===== src/rtl/sram_controller_if.sv =====
// Pipeline-side request/response signals and the external 16-bit SRAM pins
// seen by sram_controller.
interface sram_controller_if;
    logic        rd_en;
    logic        wr_en;
    logic [31:0] address;
    logic [31:0] write_data;
    logic [31:0] read_data;
    logic        ready;
    logic [17:0] sram_addr;
    logic [15:0] sram_dq_out;
    logic        sram_dq_oe;
    logic [15:0] sram_dq_in;
    logic        sram_we_n;

    modport slave (
        input  rd_en, wr_en, address, write_data, sram_dq_in,
        output read_data, ready, sram_addr, sram_dq_out, sram_dq_oe, sram_we_n
    );

    modport master (
        output rd_en, wr_en, address, write_data, sram_dq_in,
        input  read_data, ready, sram_addr, sram_dq_out, sram_dq_oe, sram_we_n
    );
endinterface


===== src/rtl/sram_controller.sv =====
// Splits each 32-bit load/store into two timed 16-bit SRAM half-accesses,
// freezing the pipeline through ready until the transaction completes.
module sram_controller #(
    parameter int unsigned ACCESS_CYCLES = 2,
    parameter int unsigned MEM_BASE      = 1024
) (
    input  logic             clk,
    input  logic             rst,
    sram_controller_if.slave bus
);
    localparam int unsigned      CNT_W = 4;
    localparam logic [CNT_W-1:0] LAST  = CNT_W'(ACCESS_CYCLES - 1);

    typedef enum logic [1:0] {IDLE, LOW, HIGH, DONE} state_t;

    state_t           state;
    logic [CNT_W-1:0] cnt;
    logic [16:0]      word_q;
    logic [31:0]      wdata_q;
    logic             wr_q;

    logic [31:0]      offset_c;
    logic [CNT_W-1:0] cnt_inc_c;
    logic             last_c;
    logic             we_active_next_c;
    logic             unused_offset;

    // Offset wraps modulo 2^32; byte-lane bits and bits above the SRAM range are dropped.
    assign offset_c         = bus.address - MEM_BASE;
    assign unused_offset    = ^{offset_c[31:19], offset_c[1:0]};
    assign cnt_inc_c        = cnt + CNT_W'(1);
    assign last_c           = (cnt == LAST);
    assign we_active_next_c = wr_q && (cnt_inc_c != LAST);

    assign bus.ready = ((state == IDLE) && !bus.rd_en && !bus.wr_en) || (state == DONE);

    // Pin outputs are registered one cycle ahead so they line up with the state they belong to.
    always_ff @(posedge clk) begin
        if (!rst) begin
            state           <= IDLE;
            cnt             <= '0;
            word_q          <= '0;
            wdata_q         <= '0;
            wr_q            <= 1'b0;
            bus.read_data   <= '0;
            bus.sram_addr   <= '0;
            bus.sram_dq_out <= '0;
            bus.sram_dq_oe  <= 1'b0;
            bus.sram_we_n   <= 1'b1;
        end else begin
            case (state)
                IDLE: begin
                    if (bus.rd_en || bus.wr_en) begin
                        state           <= LOW;
                        cnt             <= '0;
                        word_q          <= offset_c[18:2];
                        wdata_q         <= bus.write_data;
                        wr_q            <= bus.wr_en;
                        bus.sram_addr   <= {offset_c[18:2], 1'b0};
                        bus.sram_dq_oe  <= bus.wr_en;
                        bus.sram_dq_out <= bus.wr_en ? bus.write_data[15:0] : 16'h0000;
                        bus.sram_we_n   <= !bus.wr_en;
                    end
                end

                LOW: begin
                    if (last_c) begin
                        if (!wr_q) begin
                            bus.read_data[15:0] <= bus.sram_dq_in;
                        end
                        state           <= HIGH;
                        cnt             <= '0;
                        bus.sram_addr   <= {word_q, 1'b1};
                        bus.sram_dq_oe  <= wr_q;
                        bus.sram_dq_out <= wr_q ? wdata_q[31:16] : 16'h0000;
                        bus.sram_we_n   <= !wr_q;
                    end else begin
                        cnt             <= cnt_inc_c;
                        bus.sram_dq_out <= wr_q ? wdata_q[15:0] : 16'h0000;
                        bus.sram_we_n   <= !we_active_next_c;
                    end
                end

                HIGH: begin
                    if (last_c) begin
                        if (!wr_q) begin
                            bus.read_data[31:16] <= bus.sram_dq_in;
                        end
                        state           <= DONE;
                        cnt             <= '0;
                        bus.sram_addr   <= '0;
                        bus.sram_dq_oe  <= 1'b0;
                        bus.sram_dq_out <= '0;
                        bus.sram_we_n   <= 1'b1;
                    end else begin
                        cnt             <= cnt_inc_c;
                        bus.sram_dq_out <= wr_q ? wdata_q[31:16] : 16'h0000;
                        bus.sram_we_n   <= !we_active_next_c;
                    end
                end

                DONE: begin
                    state <= IDLE;
                end

                default: begin
                    state <= IDLE;
                end
            endcase
        end
    end
endmodule


===== src/flat_wrapper.sv =====
// flat-port wrapper written by rule: the top's interface ports become plain ports
module sram_controller_flat 
#(
    parameter int unsigned ACCESS_CYCLES = 2,
    parameter int unsigned MEM_BASE      = 1024
)
  (clk, rst, bus_rd_en, bus_wr_en, bus_address, bus_write_data, bus_sram_dq_in, bus_read_data, bus_ready, bus_sram_addr, bus_sram_dq_out, bus_sram_dq_oe, bus_sram_we_n);
  sram_controller_if bus_i ();
  input  logic clk;
  input  logic rst;
  input wire logic [$bits(bus_i.rd_en)-1:0] bus_rd_en;
  input wire logic [$bits(bus_i.wr_en)-1:0] bus_wr_en;
  input wire logic [$bits(bus_i.address)-1:0] bus_address;
  input wire logic [$bits(bus_i.write_data)-1:0] bus_write_data;
  input wire logic [$bits(bus_i.sram_dq_in)-1:0] bus_sram_dq_in;
  output wire logic [$bits(bus_i.read_data)-1:0] bus_read_data;
  output wire logic [$bits(bus_i.ready)-1:0] bus_ready;
  output wire logic [$bits(bus_i.sram_addr)-1:0] bus_sram_addr;
  output wire logic [$bits(bus_i.sram_dq_out)-1:0] bus_sram_dq_out;
  output wire logic [$bits(bus_i.sram_dq_oe)-1:0] bus_sram_dq_oe;
  output wire logic [$bits(bus_i.sram_we_n)-1:0] bus_sram_we_n;
  assign bus_i.rd_en = bus_rd_en;
  assign bus_i.wr_en = bus_wr_en;
  assign bus_i.address = bus_address;
  assign bus_i.write_data = bus_write_data;
  assign bus_i.sram_dq_in = bus_sram_dq_in;
  assign bus_read_data = bus_i.read_data;
  assign bus_ready = bus_i.ready;
  assign bus_sram_addr = bus_i.sram_addr;
  assign bus_sram_dq_out = bus_i.sram_dq_out;
  assign bus_sram_dq_oe = bus_i.sram_dq_oe;
  assign bus_sram_we_n = bus_i.sram_we_n;
  sram_controller #(.ACCESS_CYCLES(ACCESS_CYCLES), .MEM_BASE(MEM_BASE)) u_core (.clk(clk), .rst(rst), .bus(bus_i));
endmodule

===== config.mk =====
export PLATFORM = sky130hd
export DESIGN_NAME = sram_controller_flat
export DESIGN_NICKNAME = d
export VERILOG_FILES = /design/src/rtl/sram_controller_if.sv /design/src/rtl/sram_controller.sv /design/src/flat_wrapper.sv
export SDC_FILE = /design/constraint.sdc
export NUM_CORES = 1
export LEC_CHECK = 0
export CELL_PAD_IN_SITES_DETAIL_PLACEMENT = 0
export CELL_PAD_IN_SITES_GLOBAL_PLACEMENT = 1
export CORE_ASPECT_RATIO = 1.5
export CORE_MARGIN = 2
export CORE_UTILIZATION = 30
export CTS_CLUSTER_SIZE = 16
export DETAILED_ROUTE_END_ITERATION = 10
export HOLD_SLACK_MARGIN = 0.08
export PLACE_DENSITY_LB_ADDON = 0.3
export SYNTH_ARGS = -nofsm -noshare
export SYNTH_HDL_FRONTEND = slang
export SYNTH_SLANG_ARGS = --single-unit
export TNS_END_PERCENT = 20

===== constraint.sdc =====
create_clock -name clk -period 2.6 [get_ports clk]
set_clock_uncertainty 0.1 [all_clocks]
set_input_delay 0.52 -clock clk [delete_from_list [all_inputs] [get_ports clk]]
set_output_delay 0.52 -clock clk [all_outputs]
set_load 0.1 [all_outputs]

==> impl_results.rst <==
.. list-table::
   :header-rows: 1

   * - Metric
     - Value
   * - Hold buffer count at CTS
     - 0
   * - Setup violation total in the final timing report
     - 0
   * - DR vias
     - 4971
   * - Ratio of total power to cell area
     - 1320 nW/um^2
   * - Die Footprint
     - ~18000 um^2
   * - Dominant combinational cell family by area after synthesis
     - simple AND/OR/NAND/NOR gates
   * - Cell variety after synth
     - 45
   * - Num rows
     - 58
   * - TritonCTS clock tree
     - done
   * - Arrival @ worst endpoint
     - around 1.8 ns
   * - Setup repair after global routing missed its margin
     - no
   * - Clk Tree Root Cell
     - sky130_fd_sc_hd__clkbuf_16
   * - Ys async rst share
     - 0%
   * - Synth Area in XOR/XNOR
     - roughly 1.2%
   * - Most common cell after layout, fill and taps aside
     - sky130_fd_sc_hd__nand2_1
   * - Tightest slew margin relative to the limit
     - around 44%
   * - Compound-cell area share of the yosys netlist
     - around a fifth
   * - Worst vdd rail ir drop
     - ~1 mV
   * - Number of cells in the design after placement
     - around 970
   * - Critical Setup Path Class
     - flop to output port
   * - Clock input transition at the sequential cells of the worst setup and hold paths
     - ~0.050 ns
   * - Kind of launch point of the worst setup path
     - flop
   * - IO Pins
     - 153
   * - Pin count of the biggest net entering global routing
     - 44
   * - Final core utilization
     - a little over two fifths
   * - Leakage component of the power
     - between 0.002 and 0.003 uW
   * - Max Freq
     - roughly 400 MHz
   * - Filler Cell Count
     - about 1.7k
   * - Max clock buf depth
     - 2
   * - Area of the core
     - 16800 um^2
   * - Type of the worst min-delay path
     - flop to flop
   * - 1st-iter DRT viols
     - roughly 280
   * - Count of input and output buffers
     - about 140
   * - Dpl ws
     - -0.0738 ns
   * - Synth Area in Adders
     - about 2.4%
   * - Post-layout net count
     - 869
   * - Detailed-route wire length
     - about 15000 um
   * - Warnings from Yosys
     - 0
   * - Highest fanout seen on the critical path
     - 5
   * - GRT Overall Usage
     - about 17%
   * - Slew Limit Fails
     - 0
   * - Nets in the synthesized netlist
     - roughly 740
   * - Mux cell area share after synthesis
     - under 10%
   * - Final WS setup
     - 0.146 ns
   * - HPWL reported at the end of detailed placement
     - 10400 um
   * - Net load switching power
     - 4450 uW
   * - Chain of cells forming the critical path
     - inv_1 -> ha_1 -> nor3b_2 -> or2_2 -> buf_12
   * - Number of flops mapped to enable cells by yosys
     - 0
   * - Share of the clock period used by the worst path after layout
     - between 90% and 100%
   * - Routed vias/inst
     - between 4 and 5
   * - Relative contribution of sequential cells to total power
     - about 27%
   * - Die boundary height
     - 164 um
   * - Average instance area after synthesis
     - between 7 and 8 um^2
   * - Number of sinks handled by clock tree synthesis
     - 124
   * - Multi-input logic area
     - approximately 2400 um^2
   * - Synthesis-to-layout area growth
     - 41.7%
   * - Final routed wire length divided by cell count
     - between 15 and 20 um
   * - Max Cap Violations
     - 0
   * - Share of cells above drive strength 1
     - between 10% and 20%
   * - Final RePlAce weighted congestion
     - about 0.8
   * - Run status
     - complete, no violations
   * - Share of synthesized area occupied by flip-flops and latches
     - 48.3%
   * - Final routed DRC violation total
     - 0
   * - Internal portion of total power
     - 5190 uW
   * - Worst Max-Slew Pin Slew
     - about 0.84 ns
   * - Setup TNS
     - 0 ns
   * - Min Clock Period, post-route
     - around 2.5 ns
   * - Number of nets still failing antenna checks after routing
     - 0
   * - Slowest cell on the critical path
     - sky130_fd_sc_hd__dfxtp_1
   * - ANT cells
     - 0
   * - Required @ worst endpoint
     - 1.98 ns
   * - Final Hold Vio Count
     - 0
   * - Post-route insts no fill
     - 998
   * - Sum of buffers and inverters on the critical path
     - 2
   * - Number of flip-flops and latches in the synthesized netlist
     - roughly 120
   * - Flip-flop cell with the highest count after synthesis
     - sky130_fd_sc_hd__dfxtp_1
   * - Maximum cell stage delay along the critical path
     - ~0.4 ns
   * - Power share of the clock group
     - 25.2%
   * - Share of total power consumed by net switching
     - between 40 and 50%
   * - Top library cells by usage in the layout, fill and taps aside
     - 183 x sky130_fd_sc_hd__nand2_1, 123 x sky130_fd_sc_hd__dfxtp_1, 99 x sky130_fd_sc_hd__a21oi_1
   * - H-Tree Depth
     - 4
   * - Remaining Overflow, GRT
     - 0
   * - Sequential standard cell area
     - between 2000 and 2500 um^2
   * - Mapped Cells
     - between 600 and 700
   * - Area of the mapped netlist
     - a little over 5000 um^2
   * - Family with the most delay on the worst path
     - simple AND/OR/NAND/NOR gates
   * - Clock latency reported for the late side of the worst-skew pair
     - 0.41 ns
   * - Initial antenna violation count
     - 0
   * - Endpoint class of the critical path
     - output port
   * - Power share of the combinational group
     - between 40% and 50%
   * - Post-CTS Setup Inserts
     - 0
   * - Number of global-route vias before repair
     - 5020
   * - Length of the first detailed-routing pass in iterations
     - 4
   * - Overall die width
     - 111 um
   * - Area fraction in and, or, nand and nor cells after synthesis
     - about a fifth
   * - Clock buffer count from CTS
     - 17
   * - Initial core utilization
     - 30.7%
   * - First-pass GRT wire length
     - approximately 25000 um
## power by group through the flow
stage                     Clock (uW)  Combinational (uW)  Sequential [uW]
after global placement             0                4580             2620
after floorplan                    0                1760             4250
after global routing            2570                4950             2660
after CTS                       2480                4660             2610
final                           2430                4610             2600
after detailed placement           0                4650             2640
## layer usage
metal	global-route usage [%]	part of all wire (%)
met1	19.2	41
met2	31.2	52
met3	4.98	5.1
met4	6.14	1.7
met5	0	0
## Yosys cell counts (2+ instances only)
| cell type | count | share of area [%] |
|---|---|---|
| sky130_fd_sc_hd__a211oi_1 | 6 | 0.88 |
| sky130_fd_sc_hd__a21oi_1 | 99 | 9.6 |
| sky130_fd_sc_hd__a221oi_1 | 16 | 2.7 |
| sky130_fd_sc_hd__a311oi_1 | 6 | 1.0 |
| sky130_fd_sc_hd__a311oi_2 | 3 | 0.88 |
| sky130_fd_sc_hd__a31oi_1 | 8 | 0.97 |
| sky130_fd_sc_hd__and2_1 | 2 | 0.24 |
| sky130_fd_sc_hd__buf_1 | 3 | 0.22 |
| sky130_fd_sc_hd__buf_2 | 5 | 0.49 |
| sky130_fd_sc_hd__buf_4 | 3 | 0.44 |
| sky130_fd_sc_hd__clkbuf_1 | 36 | 2.6 |
| sky130_fd_sc_hd__dfxtp_1 | 124 | 48 |
| sky130_fd_sc_hd__ha_1 | 10 | 2.4 |
| sky130_fd_sc_hd__inv_1 | 8 | 0.58 |
| sky130_fd_sc_hd__mux2i_1 | 7 | 1.4 |
| sky130_fd_sc_hd__nand2_1 | 183 | 13 |
| sky130_fd_sc_hd__nand3_1 | 18 | 1.8 |
| sky130_fd_sc_hd__nand4_1 | 2 | 0.24 |
| sky130_fd_sc_hd__nor2_1 | 32 | 2.3 |
| sky130_fd_sc_hd__nor2b_1 | 7 | 0.85 |
| sky130_fd_sc_hd__nor3_1 | 5 | 0.49 |
| sky130_fd_sc_hd__nor3b_1 | 2 | 0.29 |
| sky130_fd_sc_hd__nor4_1 | 2 | 0.24 |
| sky130_fd_sc_hd__nor4b_1 | 2 | 0.34 |
| sky130_fd_sc_hd__o2111ai_1 | 2 | 0.34 |
| sky130_fd_sc_hd__o21a_1 | 2 | 0.29 |
| sky130_fd_sc_hd__o21ai_0 | 27 | 2.6 |
| sky130_fd_sc_hd__or2_2 | 2 | 0.24 |
| sky130_fd_sc_hd__xnor2_1 | 4 | 0.68 |
| sky130_fd_sc_hd__xor2_1 | 3 | 0.51 |
## cells by family after synthesis
group / Yosys count
flip-flops: 124
XOR/XNOR: 7
buffers and inverters: 57
multiplexers: 8
AND/OR/NAND/NOR: 262
adder cells (fa/ha/maj): 10
AO/OA/AOI/OAI: 176
## worst paths after layout
check | from | to | slack, ns | cells after the start
worst min register to register | u_core.wdata_q[23] | u_core.bus.sram_dq_out[7] | 0.35 | 2
worst min-delay path | u_core.wdata_q[23] | u_core.bus.sram_dq_out[7] | 0.35 | 2
worst max-delay path | u_core.state[1] | bus_ready | 0.15 | 5
worst max register to register | u_core.cnt[0] | u_core.bus.sram_addr[11] | 0.38 | 6
## stage by stage
stage | area [um^2] | hold slack [ns] | total power [uW]
floorplan | 5140 | 0.334 | 6020
global placement | 6670 | 0.342 | 7200
detailed placement | 6670 | 0.349 | 7290
CTS | 7290 | 0.357 | 9750
global route | 7290 | 0.373 | 10200
finish | 7290 | 0.355 | 9640
## sequential cells by signal, indices dropped and copies added, names as in the netlist
name / count
u_core.bus.read_data: 32
u_core.wdata_q: 32
u_core.bus.sram_addr: 18
u_core.word_q: 17
u_core.bus.sram_dq_out: 16
u_core.cnt: 4
u_core.state: 2
u_core.bus.sram_dq_oe: 1
u_core.bus.sram_we_n: 1
u_core.wr_q: 1
## worst min-delay path, delay by kind of cell, from the launching register on
| family | cells | cell delay (ns) |
|---|---|---|
| DFF | 1 | 0.31 |
| and+or+nand+nor | 1 | 0.05 |
| AOI/OAI and AO/OA | 1 | 0.05 |
## layout make-up
class,instances,share of cell area [%]
sequential,124,34.1
multi-input combinational,463,33.4
timing repair buffer,160,20.0
clock buffer,21,6.45
tap,210,3.61
clock inverter,11,1.94
inverter,9,0.481
## timing repair
action / in CTS / in global routing
gates resized for setup: 1 / 1
setup endpoints to repair: 16 / 1
pin swaps: 0 / 0
Power figures use the tool's default switching activity.
